### src/rtl/cpu_mem_cycle_seq_if.sv
//------------------------------------------------------------------------------
// cpu_mem_cycle_seq_if
//
// Purpose:
//   Bundles the request, memory-handshake and statistics signals between the
//   ND-120 microcode/MMU side and the memory-cycle sequencer.
//
// Signals:
//   Requests in : MREQ_REQ, RW_REQ, FETCH_REQ (microcode request)
//   Status in   : HIT (cache), MEM_RDY_n (bus ready), DVACC_n (DMA owns bus)
//   Outputs     : ACCEPT, DONE (one-tick pulses), MREQ_n, FETCH, WRITE, DT_n,
//                 FMISS, STP, IOXERR_n (CPU handshake), HIT_CNT, MISS_CNT
//
// Modports:
//   master : the environment (microcode decoder, MMU, bus)
//   slave  : the sequencer
//------------------------------------------------------------------------------
interface cpu_mem_cycle_seq_if;
    logic        MREQ_REQ;
    logic        RW_REQ;
    logic        FETCH_REQ;
    logic        HIT;
    logic        MEM_RDY_n;
    logic        DVACC_n;

    logic        ACCEPT;
    logic        DONE;
    logic        MREQ_n;
    logic        FETCH;
    logic        WRITE;
    logic        DT_n;
    logic        FMISS;
    logic        STP;
    logic        IOXERR_n;
    logic [15:0] HIT_CNT;
    logic [15:0] MISS_CNT;

    modport master (
        output MREQ_REQ, RW_REQ, FETCH_REQ, HIT, MEM_RDY_n, DVACC_n,
        input  ACCEPT, DONE, MREQ_n, FETCH, WRITE, DT_n, FMISS, STP, IOXERR_n,
        input  HIT_CNT, MISS_CNT
    );

    modport slave (
        input  MREQ_REQ, RW_REQ, FETCH_REQ, HIT, MEM_RDY_n, DVACC_n,
        output ACCEPT, DONE, MREQ_n, FETCH, WRITE, DT_n, FMISS, STP, IOXERR_n,
        output HIT_CNT, MISS_CNT
    );
endinterface

### src/rtl/cpu_mem_cycle_seq.sv
//------------------------------------------------------------------------------
// cpu_mem_cycle_seq
//
// Purpose:
//   Memory-cycle sequencer for the ND-120 CPU board. Takes one microcode
//   memory request at a time, runs a cache lookup, and on a miss or any write
//   runs a bus cycle guarded by a timeout. The CPU is stalled (STP) for the
//   duration of a bus cycle. Read hits finish without a stall.
//
// Ports:
//   sysclk     in  system clock
//   sys_rst_n  in  asynchronous active-low reset
//   CYC_EN     in  microcycle enable; every state/output change needs CYC_EN=1
//   MR_n       in  synchronous active-low master clear (qualified by CYC_EN)
//   bus        slave modport of cpu_mem_cycle_seq_if (requests, handshake,
//              statistics)
//
// Parameters:
//   TIMEOUT_CYCLES  enabled ticks spent in BUS before the cycle aborts (2..255)
//   CNT_W           width of the timeout counter
//
// Optional feature (macro CPU_MEM_CYCLE_STATS_EN):
//   Defined   : HIT_CNT / MISS_CNT count read hits and bus-going lookups,
//               saturating at 0xFFFF, cleared only by sys_rst_n.
//   Undefined : HIT_CNT / MISS_CNT are tied to zero.
//------------------------------------------------------------------------------
module cpu_mem_cycle_seq #(
    parameter int TIMEOUT_CYCLES = 64,
    parameter int CNT_W          = 8
) (
    input  logic                sysclk,
    input  logic                sys_rst_n,
    input  logic                CYC_EN,
    input  logic                MR_n,
    cpu_mem_cycle_seq_if.slave  bus
);

    typedef enum logic [2:0] {
        S_IDLE,
        S_LOOKUP,
        S_BUS,
        S_XFER,
        S_FIN,
        S_ERR
    } state_t;

    // Counter value on the last BUS tick before the cycle is abandoned.
    localparam logic [CNT_W-1:0] CNT_LAST = CNT_W'(TIMEOUT_CYCLES - 1);

    state_t           state_q, state_d;
    logic [CNT_W-1:0] cnt_q, cnt_d;
    logic             accept_q, accept_d;
    logic             done_q, done_d;
    logic             mreq_n_q, mreq_n_d;
    logic             fetch_q, fetch_d;
    logic             write_q, write_d;
    logic             dt_n_q, dt_n_d;
    logic             fmiss_q, fmiss_d;
    logic             stp_q, stp_d;
    logic             ioxerr_n_q, ioxerr_n_d;

    // A read hit is the only lookup outcome that skips the bus; writes are
    // always written through even when the line is present.
    logic lookup_hit;
    assign lookup_hit = bus.HIT && !write_q;

    always_comb begin
        state_d    = state_q;
        cnt_d      = cnt_q;
        accept_d   = accept_q;
        done_d     = done_q;
        mreq_n_d   = mreq_n_q;
        fetch_d    = fetch_q;
        write_d    = write_q;
        dt_n_d     = dt_n_q;
        fmiss_d    = fmiss_q;
        stp_d      = stp_q;
        ioxerr_n_d = ioxerr_n_q;

        // With CYC_EN low everything holds, so single-tick pulses stretch
        // until the next enabled edge and the CPU sees them in its own cycle.
        if (CYC_EN) begin
            accept_d   = 1'b0;
            done_d     = 1'b0;
            ioxerr_n_d = 1'b1;
            dt_n_d     = 1'b1;

            if (!MR_n) begin
                state_d  = S_IDLE;
                cnt_d    = '0;
                mreq_n_d = 1'b1;
                fetch_d  = 1'b0;
                write_d  = 1'b0;
                fmiss_d  = 1'b0;
                stp_d    = 1'b0;
            end else begin
                case (state_q)
                    S_IDLE: begin
                        // DMA ownership of the bus holds the request off.
                        if (bus.MREQ_REQ && bus.DVACC_n) begin
                            accept_d = 1'b1;
                            write_d  = bus.RW_REQ;
                            fetch_d  = bus.FETCH_REQ;
                            mreq_n_d = 1'b0;
                            state_d  = S_LOOKUP;
                        end
                    end

                    S_LOOKUP: begin
                        if (lookup_hit) begin
                            dt_n_d  = 1'b0;
                            state_d = S_XFER;
                        end else begin
                            stp_d   = 1'b1;
                            fmiss_d = fetch_q;
                            cnt_d   = '0;
                            state_d = S_BUS;
                        end
                    end

                    S_BUS: begin
                        cnt_d = cnt_q + CNT_W'(1);
                        // Ready is checked first so a ready arriving on the
                        // expiry tick still completes the cycle.
                        if (!bus.MEM_RDY_n) begin
                            dt_n_d  = 1'b0;
                            state_d = S_XFER;
                        end else if (cnt_q == CNT_LAST) begin
                            ioxerr_n_d = 1'b0;
                            mreq_n_d   = 1'b1;
                            stp_d      = 1'b0;
                            fmiss_d    = 1'b0;
                            state_d    = S_ERR;
                        end
                    end

                    S_XFER: begin
                        // Outputs are registered, so FIN's values are loaded
                        // on the edge that enters FIN.
                        done_d   = 1'b1;
                        mreq_n_d = 1'b1;
                        stp_d    = 1'b0;
                        fmiss_d  = 1'b0;
                        state_d  = S_FIN;
                    end

                    S_FIN: begin
                        state_d = S_IDLE;
                    end

                    S_ERR: begin
                        state_d = S_IDLE;
                    end

                    default: begin
                        state_d  = S_IDLE;
                        mreq_n_d = 1'b1;
                        stp_d    = 1'b0;
                        fmiss_d  = 1'b0;
                    end
                endcase
            end
        end
    end

    always_ff @(posedge sysclk or negedge sys_rst_n) begin
        if (!sys_rst_n) begin
            state_q    <= S_IDLE;
            cnt_q      <= '0;
            accept_q   <= 1'b0;
            done_q     <= 1'b0;
            mreq_n_q   <= 1'b1;
            fetch_q    <= 1'b0;
            write_q    <= 1'b0;
            dt_n_q     <= 1'b1;
            fmiss_q    <= 1'b0;
            stp_q      <= 1'b0;
            ioxerr_n_q <= 1'b1;
        end else begin
            state_q    <= state_d;
            cnt_q      <= cnt_d;
            accept_q   <= accept_d;
            done_q     <= done_d;
            mreq_n_q   <= mreq_n_d;
            fetch_q    <= fetch_d;
            write_q    <= write_d;
            dt_n_q     <= dt_n_d;
            fmiss_q    <= fmiss_d;
            stp_q      <= stp_d;
            ioxerr_n_q <= ioxerr_n_d;
        end
    end

    assign bus.ACCEPT   = accept_q;
    assign bus.DONE     = done_q;
    assign bus.MREQ_n   = mreq_n_q;
    assign bus.FETCH    = fetch_q;
    assign bus.WRITE    = write_q;
    assign bus.DT_n     = dt_n_q;
    assign bus.FMISS    = fmiss_q;
    assign bus.STP      = stp_q;
    assign bus.IOXERR_n = ioxerr_n_q;

`ifdef CPU_MEM_CYCLE_STATS_EN
    logic [15:0] hit_cnt_q, hit_cnt_d;
    logic [15:0] miss_cnt_q, miss_cnt_d;

    function automatic logic [15:0] sat_inc16(input logic [15:0] v);
        return (v == 16'hFFFF) ? v : v + 16'd1;
    endfunction

    // Statistics survive master clear; only the board reset clears them.
    always_comb begin
        hit_cnt_d  = hit_cnt_q;
        miss_cnt_d = miss_cnt_q;
        if (CYC_EN && MR_n && (state_q == S_LOOKUP)) begin
            if (lookup_hit) begin
                hit_cnt_d = sat_inc16(hit_cnt_q);
            end else begin
                miss_cnt_d = sat_inc16(miss_cnt_q);
            end
        end
    end

    always_ff @(posedge sysclk or negedge sys_rst_n) begin
        if (!sys_rst_n) begin
            hit_cnt_q  <= '0;
            miss_cnt_q <= '0;
        end else begin
            hit_cnt_q  <= hit_cnt_d;
            miss_cnt_q <= miss_cnt_d;
        end
    end

    assign bus.HIT_CNT  = hit_cnt_q;
    assign bus.MISS_CNT = miss_cnt_q;
`else
    assign bus.HIT_CNT  = 16'h0000;
    assign bus.MISS_CNT = 16'h0000;
`endif

endmodule

### src/flat_wrapper.sv
// flat-port wrapper written by rule: the top's interface ports become plain ports
module cpu_mem_cycle_seq_flat 
#(
    parameter int TIMEOUT_CYCLES = 64,
    parameter int CNT_W          = 8
)
  (sysclk, sys_rst_n, CYC_EN, MR_n, bus_MREQ_REQ, bus_RW_REQ, bus_FETCH_REQ, bus_HIT, bus_MEM_RDY_n, bus_DVACC_n, bus_ACCEPT, bus_DONE, bus_MREQ_n, bus_FETCH, bus_WRITE, bus_DT_n, bus_FMISS, bus_STP, bus_IOXERR_n, bus_HIT_CNT, bus_MISS_CNT);
  cpu_mem_cycle_seq_if bus_i ();
  input  logic sysclk;
  input  logic sys_rst_n;
  input  logic CYC_EN;
  input  logic MR_n;
  input wire logic [$bits(bus_i.MREQ_REQ)-1:0] bus_MREQ_REQ;
  input wire logic [$bits(bus_i.RW_REQ)-1:0] bus_RW_REQ;
  input wire logic [$bits(bus_i.FETCH_REQ)-1:0] bus_FETCH_REQ;
  input wire logic [$bits(bus_i.HIT)-1:0] bus_HIT;
  input wire logic [$bits(bus_i.MEM_RDY_n)-1:0] bus_MEM_RDY_n;
  input wire logic [$bits(bus_i.DVACC_n)-1:0] bus_DVACC_n;
  output wire logic [$bits(bus_i.ACCEPT)-1:0] bus_ACCEPT;
  output wire logic [$bits(bus_i.DONE)-1:0] bus_DONE;
  output wire logic [$bits(bus_i.MREQ_n)-1:0] bus_MREQ_n;
  output wire logic [$bits(bus_i.FETCH)-1:0] bus_FETCH;
  output wire logic [$bits(bus_i.WRITE)-1:0] bus_WRITE;
  output wire logic [$bits(bus_i.DT_n)-1:0] bus_DT_n;
  output wire logic [$bits(bus_i.FMISS)-1:0] bus_FMISS;
  output wire logic [$bits(bus_i.STP)-1:0] bus_STP;
  output wire logic [$bits(bus_i.IOXERR_n)-1:0] bus_IOXERR_n;
  output wire logic [$bits(bus_i.HIT_CNT)-1:0] bus_HIT_CNT;
  output wire logic [$bits(bus_i.MISS_CNT)-1:0] bus_MISS_CNT;
  assign bus_i.MREQ_REQ = bus_MREQ_REQ;
  assign bus_i.RW_REQ = bus_RW_REQ;
  assign bus_i.FETCH_REQ = bus_FETCH_REQ;
  assign bus_i.HIT = bus_HIT;
  assign bus_i.MEM_RDY_n = bus_MEM_RDY_n;
  assign bus_i.DVACC_n = bus_DVACC_n;
  assign bus_ACCEPT = bus_i.ACCEPT;
  assign bus_DONE = bus_i.DONE;
  assign bus_MREQ_n = bus_i.MREQ_n;
  assign bus_FETCH = bus_i.FETCH;
  assign bus_WRITE = bus_i.WRITE;
  assign bus_DT_n = bus_i.DT_n;
  assign bus_FMISS = bus_i.FMISS;
  assign bus_STP = bus_i.STP;
  assign bus_IOXERR_n = bus_i.IOXERR_n;
  assign bus_HIT_CNT = bus_i.HIT_CNT;
  assign bus_MISS_CNT = bus_i.MISS_CNT;
  cpu_mem_cycle_seq #(.TIMEOUT_CYCLES(TIMEOUT_CYCLES), .CNT_W(CNT_W)) u_core (.sysclk(sysclk), .sys_rst_n(sys_rst_n), .CYC_EN(CYC_EN), .MR_n(MR_n), .bus(bus_i));
endmodule
### config.mk
export PLATFORM = sky130hd
export DESIGN_NAME = cpu_mem_cycle_seq_flat
export DESIGN_NICKNAME = d
export VERILOG_FILES = /design/src/rtl/cpu_mem_cycle_seq_if.sv /design/src/rtl/cpu_mem_cycle_seq.sv /design/src/flat_wrapper.sv
export SDC_FILE = /design/constraint.sdc
export NUM_CORES = 1
export LEC_CHECK = 0
export CORE_MARGIN = 5
export CORE_UTILIZATION = 30
export CTS_CLUSTER_SIZE = 8
export DETAILED_ROUTE_END_ITERATION = 8
export PLACE_DENSITY = 0.55
export SLEW_MARGIN = 20
export SYNTH_ARGS = -nofsm -noshare
export SYNTH_HDL_FRONTEND = slang
export SYNTH_SLANG_ARGS = --single-unit
### constraint.sdc
create_clock -name sysclk -period 2 [get_ports sysclk]
set_input_delay 0.2 -clock sysclk [delete_from_list [all_inputs] [get_ports sysclk]]
set_output_delay 0.2 -clock sysclk [all_outputs]
set_load 0.01 [all_outputs]
==> metrics.md <==
| Metric | Value |
|---|---|
| Num ports | 51 |
| Gr usage total | 0.106 |
| Synth cell types | 41 |
| Worst Hold Class | in2async |
| Diode count | 0 |
| Setup TNS | 0 ns |
| RSZ-0062 raised after global routing | false |
| Hold buffers post-CTS | 0 |
| Post-Route WL | 3.04 mm |
| Crit path largest cell delay | 0.54 ns |
| Post-synth top flop | dfrtp_1 |
| Number of hold violations in the final report | 0 |
| H-tree lvl count | 1 |
| Total core area | around 0.0044 mm^2 |
| Die Wd | between 70 and 80 um |
| DRT met1 WL | 1.27 mm |
| Routability cong. | 0.785 |
| Clk_lat worst skew | about 0.27 ns |
| Total gr overflow | 0 |
| FP Rows | 24 |
| Clock skew | 0.00149 ns |
| Period utilization | 0.880 |
| Die span in y | just under 80 um |
| Min Tclk post-route | 1.76 ns |
| First-pass GRT wire length | 5.02 mm |
| DR vias | 1074 |
| Starting density of the core | 0.309 |
| DRC | 0 |
| Delay-heaviest family, CP | simple AND/OR/NAND/NOR gates |
| Starting DRT DRC Count | 129 |
| Layout area overhead | 14.3% |
| Non-Filler Instances | 224 |
| Required @ worst endpoint | 2.19 ns |
| Clk root buf | clkbuf_8 |
| Worst hold margin | 0.240 ns |
| Met3 wire len | 160 um |
| Netlist Area Pre-Place | 0.00135 mm^2 |
| Worst-path clk slew | 0.08 ns |
| Die area | 0.00593 mm^2 |
| Fillers | 469 |
| Worst Path Buf+Inv | 1 |
| Multi-input combinational cell area | 659 um^2 |
| Setup-failing EPs final | 0 |
| Number of flops mapped to enable cells by yosys | 0 |
| Post-CTS Setup Inserts | 0 |
| Cts bufs inserted | 3 |
| Cells after synthesis | 150 |
| Met2 routed WL | 1.53 mm |
| Synthesis-stage register bit count | 20 |
| PnR Total Power | 1330 uW |
| Most frequent cells in the layout | conb_1 (32), clkdlybuf4s50_1 (18), dfrtp_1 (17), nand2_1 (12), o21ai_0 (8) |
| Post-route ant nets | 0 |
| Critical path, cell by cell | nor2b_2 > a211oi_2 > buf_4 > or4_1 > a21oi_1 |
| Fin util | 0.353 |
| Kind of critical path | reg2reg |
| Post_cts resized | 0 |
| Fmax | 0.568 GHz |
| Most common cell after layout, fill and taps aside | conb_1 |
| Fin nets | about 180 |
| Pre-antenna DRT Iters | 4 |
| Maximum number of pins on one net before global-route repair | 20 |
| WP data arrival | between 1.5 and 2 ns |
| FF/Latch Area | 504 um^2 |
| Initial antenna violation count | 0 |
| Outcome | finished, final reports clean |
| Leakage | 0.000701 uW |
| Slew Limit Fails | 0 |
| CP max FO | 12 |
| CTS tree | done |
| Critical Path End Type | flop |
| CTS Sinks | 20 |
| Vias per cell | 4.79 |
| PD cells | 865 mW/mm^2 |
| Async S/R FF share, synth | 1.00 |
| WL/cell | 13.6 um |
| Mean Syn Cell Area | roughly 9 um^2 |
| Cell count after placement | 220 |
| Synth Warn # | 0 |
| Vias in the first global route | ~1000 |
| Max IR drop VDD | 0.267 mV |
| CTS Buffer Depth | 2 |
| CP max-delay cell | dfrtp_1 |
| IO buf count | 18 |
| Share of layout cells above drive strength 1 | 0.0930 |
| Sequential area share after synthesis | 0.375 |
| Final HPWL DP | 2.33 mm |
| Maxcap violations | 0 |
| Startpoint types | flop |
| DR top layer | met4 |
## sequential cells by signal, summed over array words and instances (netlist names)
register / flops
u_core.bus.DT_n: 1
u_core.bus.IOXERR_n: 1
u_core.bus.MREQ_n: 1
u_core.bus.FMISS: 1
u_core.bus.STP: 1
u_core.bus.FETCH: 1
u_core.bus.ACCEPT: 1
u_core.bus.DONE: 1
u_core.state_q: 3
u_core.bus.WRITE: 1
u_core.cnt_q: 8
## cells by family (layout without fill, tap and decap cells)
logic type / count (synthesis) / count (layout) / synth area share
muxes: 2 / 2 / 0.0149
adders and majority gates: 1 / 1 / 0.00929
other: 1 / 32 / 0.00279
DFF: 20 / 20 / 0.375
AOI/OAI and AO/OA: 38 / 38 / 0.194
and+or+nand+nor: 44 / 44 / 0.182
buffers and inverters: 44 / 35 / 0.222
## report_power, final
part / switching [uW] / leakage, uW / internal [uW] / total [uW]
clock: 144 / 0.0000288 / 176 / 319
sequential: 86.1 / 0.000264 / 475 / 561
combinational: 232 / 0.000408 / 219 / 451
## metal layers
| metal | vias to the layer above | global-route usage |
|---|---|---|
| met5 | - | 0 |
| met4 | 0 | 0.0619 |
| met3 | 5 | 0.0176 |
| met2 | 30 | 0.173 |
| met1 | 522 | 0.129 |
| li1 | 517 | - |
## cell usage after synthesis, types with 3 or more instances
library cell  number  area (um^2)
or4_1              5         37.5
o21ai_0            8         40.0
nand3_1            6         30.0
o2bb2ai_1          3         26.3
buf_4             33          248
nand4_1            3         18.8
nor3_1             3         15.0
inv_1              6         22.5
nor2_1             4         15.0
a21oi_1            7         35.0
dfrtp_1           17          425
dfstp_2            3         78.8
nand2_1           12         45.0
o31ai_1            5         37.5
## worst reg2reg max path: stages (launching register included)
cell	delay, ns
dfrtp_1	0.54
nor2b_2	0.24
a211oi_2	0.08
buf_4	0.18
or4_1	0.50
a21oi_1	0.16
## path summary, 6_finish.rpt
kind	startpoint	slack [ns]	endpoint	cells past startpoint
worst max register to register	u_core.state_q[0]	0.24	u_core.cnt_q[6]	5
max in group asynchronous	sys_rst_n	1.23	u_core.cnt_q[3]	2
worst min register to register	u_core.bus.MREQ_n	0.48	u_core.bus.MREQ_n	2
min in group sysclk	u_core.bus.MREQ_n	0.48	u_core.bus.MREQ_n	2
worst max-delay path	u_core.state_q[0]	0.24	u_core.cnt_q[6]	5
worst min-delay path	sys_rst_n	0.24	u_core.bus.ACCEPT	1
## per-stage QoR
step	area [um^2]	worst slack [ns]
after floorplan	1460	0.424
after global placement	1480	0.149
after detailed placement	1480	0.0681
after CTS	1540	0.259
after global routing	1540	0.138
final	1540	0.239
## layout make-up
type | instances | share of cell area
Tap cell | 52 | 0.0423
Clock buffer | 4 | 0.0358
Timing Repair Buffer | 25 | 0.151
Multi-Input combinational cell | 117 | 0.428
Inverter | 6 | 0.0146
Sequential cell | 20 | 0.328
No activity file was read; power rests on OpenSTA's default activity.
